File: src/rtl/sr_flip_flop.sv
// Parameterised bank of independent, clocked SR flip-flops with configurable s=r=1 action,
// asynchronous active-high reset and a per-bit registered s=r=1 flag.
`timescale 1ns/1ps

module sr_flip_flop #(
    parameter int unsigned      WIDTH     = 1,
    parameter logic [WIDTH-1:0] RST_VAL   = '0,
    parameter int unsigned      SR11_MODE = 0
) (
    input  logic             clk,
    input  logic             rst,
    input  logic [WIDTH-1:0] s,
    input  logic [WIDTH-1:0] r,
    output logic [WIDTH-1:0] q,
    output logic [WIDTH-1:0] qbar,
    output logic [WIDTH-1:0] err
);

    // Out-of-range modes collapse to hold
    localparam logic [1:0] MODE = (SR11_MODE <= 32'd3) ? 2'(SR11_MODE) : 2'd0;

    logic [WIDTH-1:0] q_next;

    // Per-bit next-state selection
    always_comb begin
        q_next = q;
        for (int i = 0; i < int'(WIDTH); i++) begin
            case ({s[i], r[i]})
                2'b01:   q_next[i] = 1'b0;
                2'b10:   q_next[i] = 1'b1;
                2'b11: begin
                    case (MODE)
                        2'd1:    q_next[i] = 1'b0;
                        2'd2:    q_next[i] = 1'b1;
                        2'd3:    q_next[i] = ~q[i];
                        default: q_next[i] = q[i];
                    endcase
                end
                default: q_next[i] = q[i];
            endcase
        end
    end

    // qbar is registered from the same next value so it is never equal to q
    always_ff @(posedge clk or posedge rst) begin
        if (rst) begin
            q    <= RST_VAL;
            qbar <= ~RST_VAL;
            err  <= '0;
        end else begin
            q    <= q_next;
            qbar <= ~q_next;
            err  <= s & r;
        end
    end

endmodule

File: config.mk
export PLATFORM = sky130hd
export DESIGN_NAME = sr_flip_flop
export DESIGN_NICKNAME = d
export VERILOG_FILES = /design/src/rtl/sr_flip_flop.sv
export SDC_FILE = /design/constraint.sdc
export NUM_CORES = 1
export LEC_CHECK = 0
export ABC_AREA = 0
export CORE_AREA = 2 2 39 41
export DETAILED_ROUTE_END_ITERATION = 6
export DIE_AREA = 0 0 41 43
export SYNTH_ARGS = -nofsm -noshare
export SYNTH_HDL_FRONTEND = slang
export SYNTH_SLANG_ARGS = --single-unit
File: constraint.sdc
create_clock -name clk -period 1.2 [get_ports clk]
set_clock_uncertainty 0.05 [all_clocks]
set_input_delay 0.36 -clock clk [delete_from_list [all_inputs] [get_ports clk]]
set_output_delay 0.36 -clock clk [all_outputs]
set_load 0.03 [all_outputs]
# After elaboration in Yosys (flattened, before gate mapping)
# Index checks and enable logic that the tools add are counted.
[word_totals]
reg_bits = 3
latch_bits = 0
mem_bits_rw = 0
romBits = 0
input_bits = 4
word_cells = 8
n_memories = 0
[classes]
add_sub_neg = 0
n_mul = 0
div_mod_pow = 0
magnitude_cmp = 0
n_eq_ne = 2
shift = 0
n_mux = 1
bitwise_logic = 2
n_reduce_logical = 0
[op_table]
columns = ["operator", "n"]
rows = [
  ["$eq 2x1->1 const B", 1],
  ["$eq 2x2->1 const B", 1],
  ["$pmux 1 s2", 1],
  ["$and 1x1->1", 1],
  ["$not 1->1", 1],
]

# Longest topological paths before layout
[logic_depth]
word_depth = 3
depth_mapped = 3
ltp_nobuf = 3

# Worst setup path before layout
# No wires, ideal clock.
[synth_timing]
kind = "input port to flip-flop"
start = "input port r"
end = "register (tool-made name)"
setup_ns = 0.125
arrival_time_ns = 0.994
setup_slack_ns = 0.031
stages = 3
n_path_buf = 0
path_cell_list = "inv_1 ha_1 mux2_4"
[synth_lines]
columns = ["element", "line", "source"]
rows = [
  ["start, declared", "13", "input logic [WIDTH-1:0] r,"],
]

# Worst setup path in the final report
[layout_timing]
start = "register qbar"
end = "output port qbar"
[layout_lines]
columns = ["element", "line", "source"]
rows = [
  ["start, declared", "15", "output logic [WIDTH-1:0] qbar,"],
  ["start signal, assigned", "48", "qbar <= ~RST_VAL;"],
  ["start signal, assigned", "52", "qbar <= ~q_next;"],
]
# No word-level cell between the ends.

==> impl_metrics.tcl <==
set metrics [dict create \
    status "finished, violations left" \
    violations "setup timing" \
    dp_cells 35 \
    yosysUniqueCellTypes 6 \
    initial_core_util_pct 10.58 \
    worstSetupEndpointType "output pin" \
    cpPeakStageDelay_ns 0.52 \
    wirelength_um 324 \
    drc 0 \
    path_buf_inv 1 \
    cts-hold-fix-buffers 0 \
    wl_per_cell_um 8.100 \
    coreArea_um2 1384 \
    synth_top_area_share_pct 34.19 \
    async_reset_ff_share_pct 100.0 \
    grt_overflow 0 \
    worstPathArrival_ns 0.87 \
    grt_pass1_wl_um 517 \
    drv_cap 0 \
    clk-insertion-delay-late_ns 0.24 \
    swShare_pct 26.36 \
    clockRootBuffer "clkbuf_4" \
    p_leak_nw 0.1492 \
    cp_max_fo 1 \
    htree_levels 1 \
    hold_viol_final 0 \
    path_cells "buf_6" \
    rsz0062_at_grt "yes" \
    comb_power_share_pct 24.2 \
    fin_ws_ns -0.08281 \
    clock.fmax_ghz 0.7795 \
    die-area_um2 1763 \
    worst_ep_required_time_ns 0.79 \
    final_area_um2 292.8 \
    clkTransAtPathRegs_ns 0.04 \
    min_period_ns 1.283 \
    drv_slew 0 \
    pre_cts_ws_ns -0.4838 \
    power_density_nw_per_um2 1359 \
    start_kind "flop" \
    utilization_pct 21.16 \
    grt.total_usage_pct 5.918 \
    cp_top_family "flip-flops" \
    synthTopCellsByArea "dfrtp_1 34%, ha_1 26%, dfstp_2 18%" \
    area_delta_synth_final_pct 100.0 \
    dpl-instance-area_um2 241.5 \
    grt_pass1_vias 142 \
    drt_iter0_markers 0 \
    dieHeight_um 43 \
    tightest_slew_ns 0.1597 \
    worst_ir_drop_vdd_mv 0.2538 \
    firstDrtPassIters 1 \
    cts_buffers 3 \
    final_net_count 32 \
    place_congestion 0.5569 \
    critPathSlowestCell "dfstp_2" \
    p_total_uw 397.9 \
    syn_area_um2 146.4 \
    synth_edf_count 0 \
    yosys-top-cells-count "3 x ha_1, 2 x dfrtp_1, 2 x inv_1" \
    period_share_pct 106.9 \
    clock_sinks 3 \
    setup_viol 1 \
    yosysTopAreaCell "dfrtp_1" \
    p_int_uw 293.0 \
    clkPwrFrac_pct 45.7 \
    power.switching_uw 104.9 \
    ys_seq_area_share_pct 52.14 \
    drive_gt1_share_pct 58.33 \
    synth_flop_cell "dfrtp_1" \
    crit_type "reg -> out" \
    n_antenna_cell 0 \
    hold_path_class "in -> async" \
    post-synth-top-count-cell "ha_1" \
    io_buffers 6 \
    layout.cells.non_filler 40 \
    antenna_found_initial 0 \
    seqPwrFrac_pct 30.2 \
    row_count 14 \
    syn_nets 17 \
    grt_max_degree 4 \
    max-slew-margin-rel_pct 89.35 \
    postSynthRegisterBits 3 \
    cts_tree "yes" \
    ioPinCount 7 \
    die_w_um 41 \
    netlist_instances 10 \
    antenna_left 0 \
    vias_per_cell 3.125 \
    synth_warnings 0 \
    syn_avg_cell_area_um2 14.64 \
    clock_path_buffers 2 \
    vias 125 \
]
metrics by stage:
step	setup TNS (ns)	hold slack, ns
floorplan	0	0.06292
global placement	-0.9254	0.3791
detailed placement	-1.020	0.4026
CTS	-0.09250	0.2470
global route	-0.1090	0.2520
finish	-0.08281	0.2460
power groups by stage:
| stage | registers (mW) | clock network, mW | logic, mW |
|---|---|---|---|
| detailed placement | 0.121 | 0 | 0.0816 |
| finish | 0.120 | 0.182 | 0.0961 |
| CTS | 0.120 | 0.189 | 0.0970 |
| global route | 0.121 | 0.204 | 0.103 |
| floorplan | 0.142 | 0 | 0.0202 |
| global placement | 0.120 | 0 | 0.0793 |
kinds of logic after synthesis:
logic type | synth area share, %
adder cells (fa/ha/maj) | 25.64
buffers and inverters | 5.130
flip-flops | 52.14
multiplexers | 17.09
final timing paths:
| check | start | to | slack, ns | cells after the start |
|---|---|---|---|---|
| setup / recovery | qbar | qbar | -0.08 | 1 |
| hold / removal | rst | asynchronous set/reset pin | 0.25 | 2 |
| setup reg to reg | flop | flop | 0.27 | 2 |
| hold reg to reg | flop | qbar | 0.48 | 2 |
| max in group asynchronous | rst | qbar | 0.65 | 2 |
| min in group clk | flop | qbar | 0.48 | 2 |
cells in the final DEF, fill, tap and decap left out:
master           instances
mux2i_1                  1
buf_6                    2
inv_2                    1
dlygate4sd2_1            2
inv_1                    1
ha_1                     2
clkdlybuf4s50_1          1
dfstp_2                  1
clkbuf_4                 3
dfrtp_1                  2
ha_4                     1
clkbuf_1                 1
buf_4                    5
mux2_4                   1
timing repair:
item	4_1_cts	5_1_grt
buffers inserted	1	0
hold endpoints to repair	0	0
setup endpoints to repair	4	1
pin swaps	0	0
gates resized for setup	6	0
final cells by class:
cell class / count / area, µm²
fillers: 153 / 1091
inverters: 2 / 7.507
well taps: 16 / 20.02
flip-flops and latches: 3 / 76.32
repair buffers: 10 / 87.58
multi-input cells: 5 / 75.07
clock buffers: 4 / 26.28
routing by layer:
layer  track usage, %  vias up  part of all wire, %
met5                0        -                    0
met4            8.000        0                  7.7
met3            7.853        4                   12
met2            6.875        9                   44
met1            3.205       54                   35
li1                 -       58                    -
(Power assumes the default switching activity.)
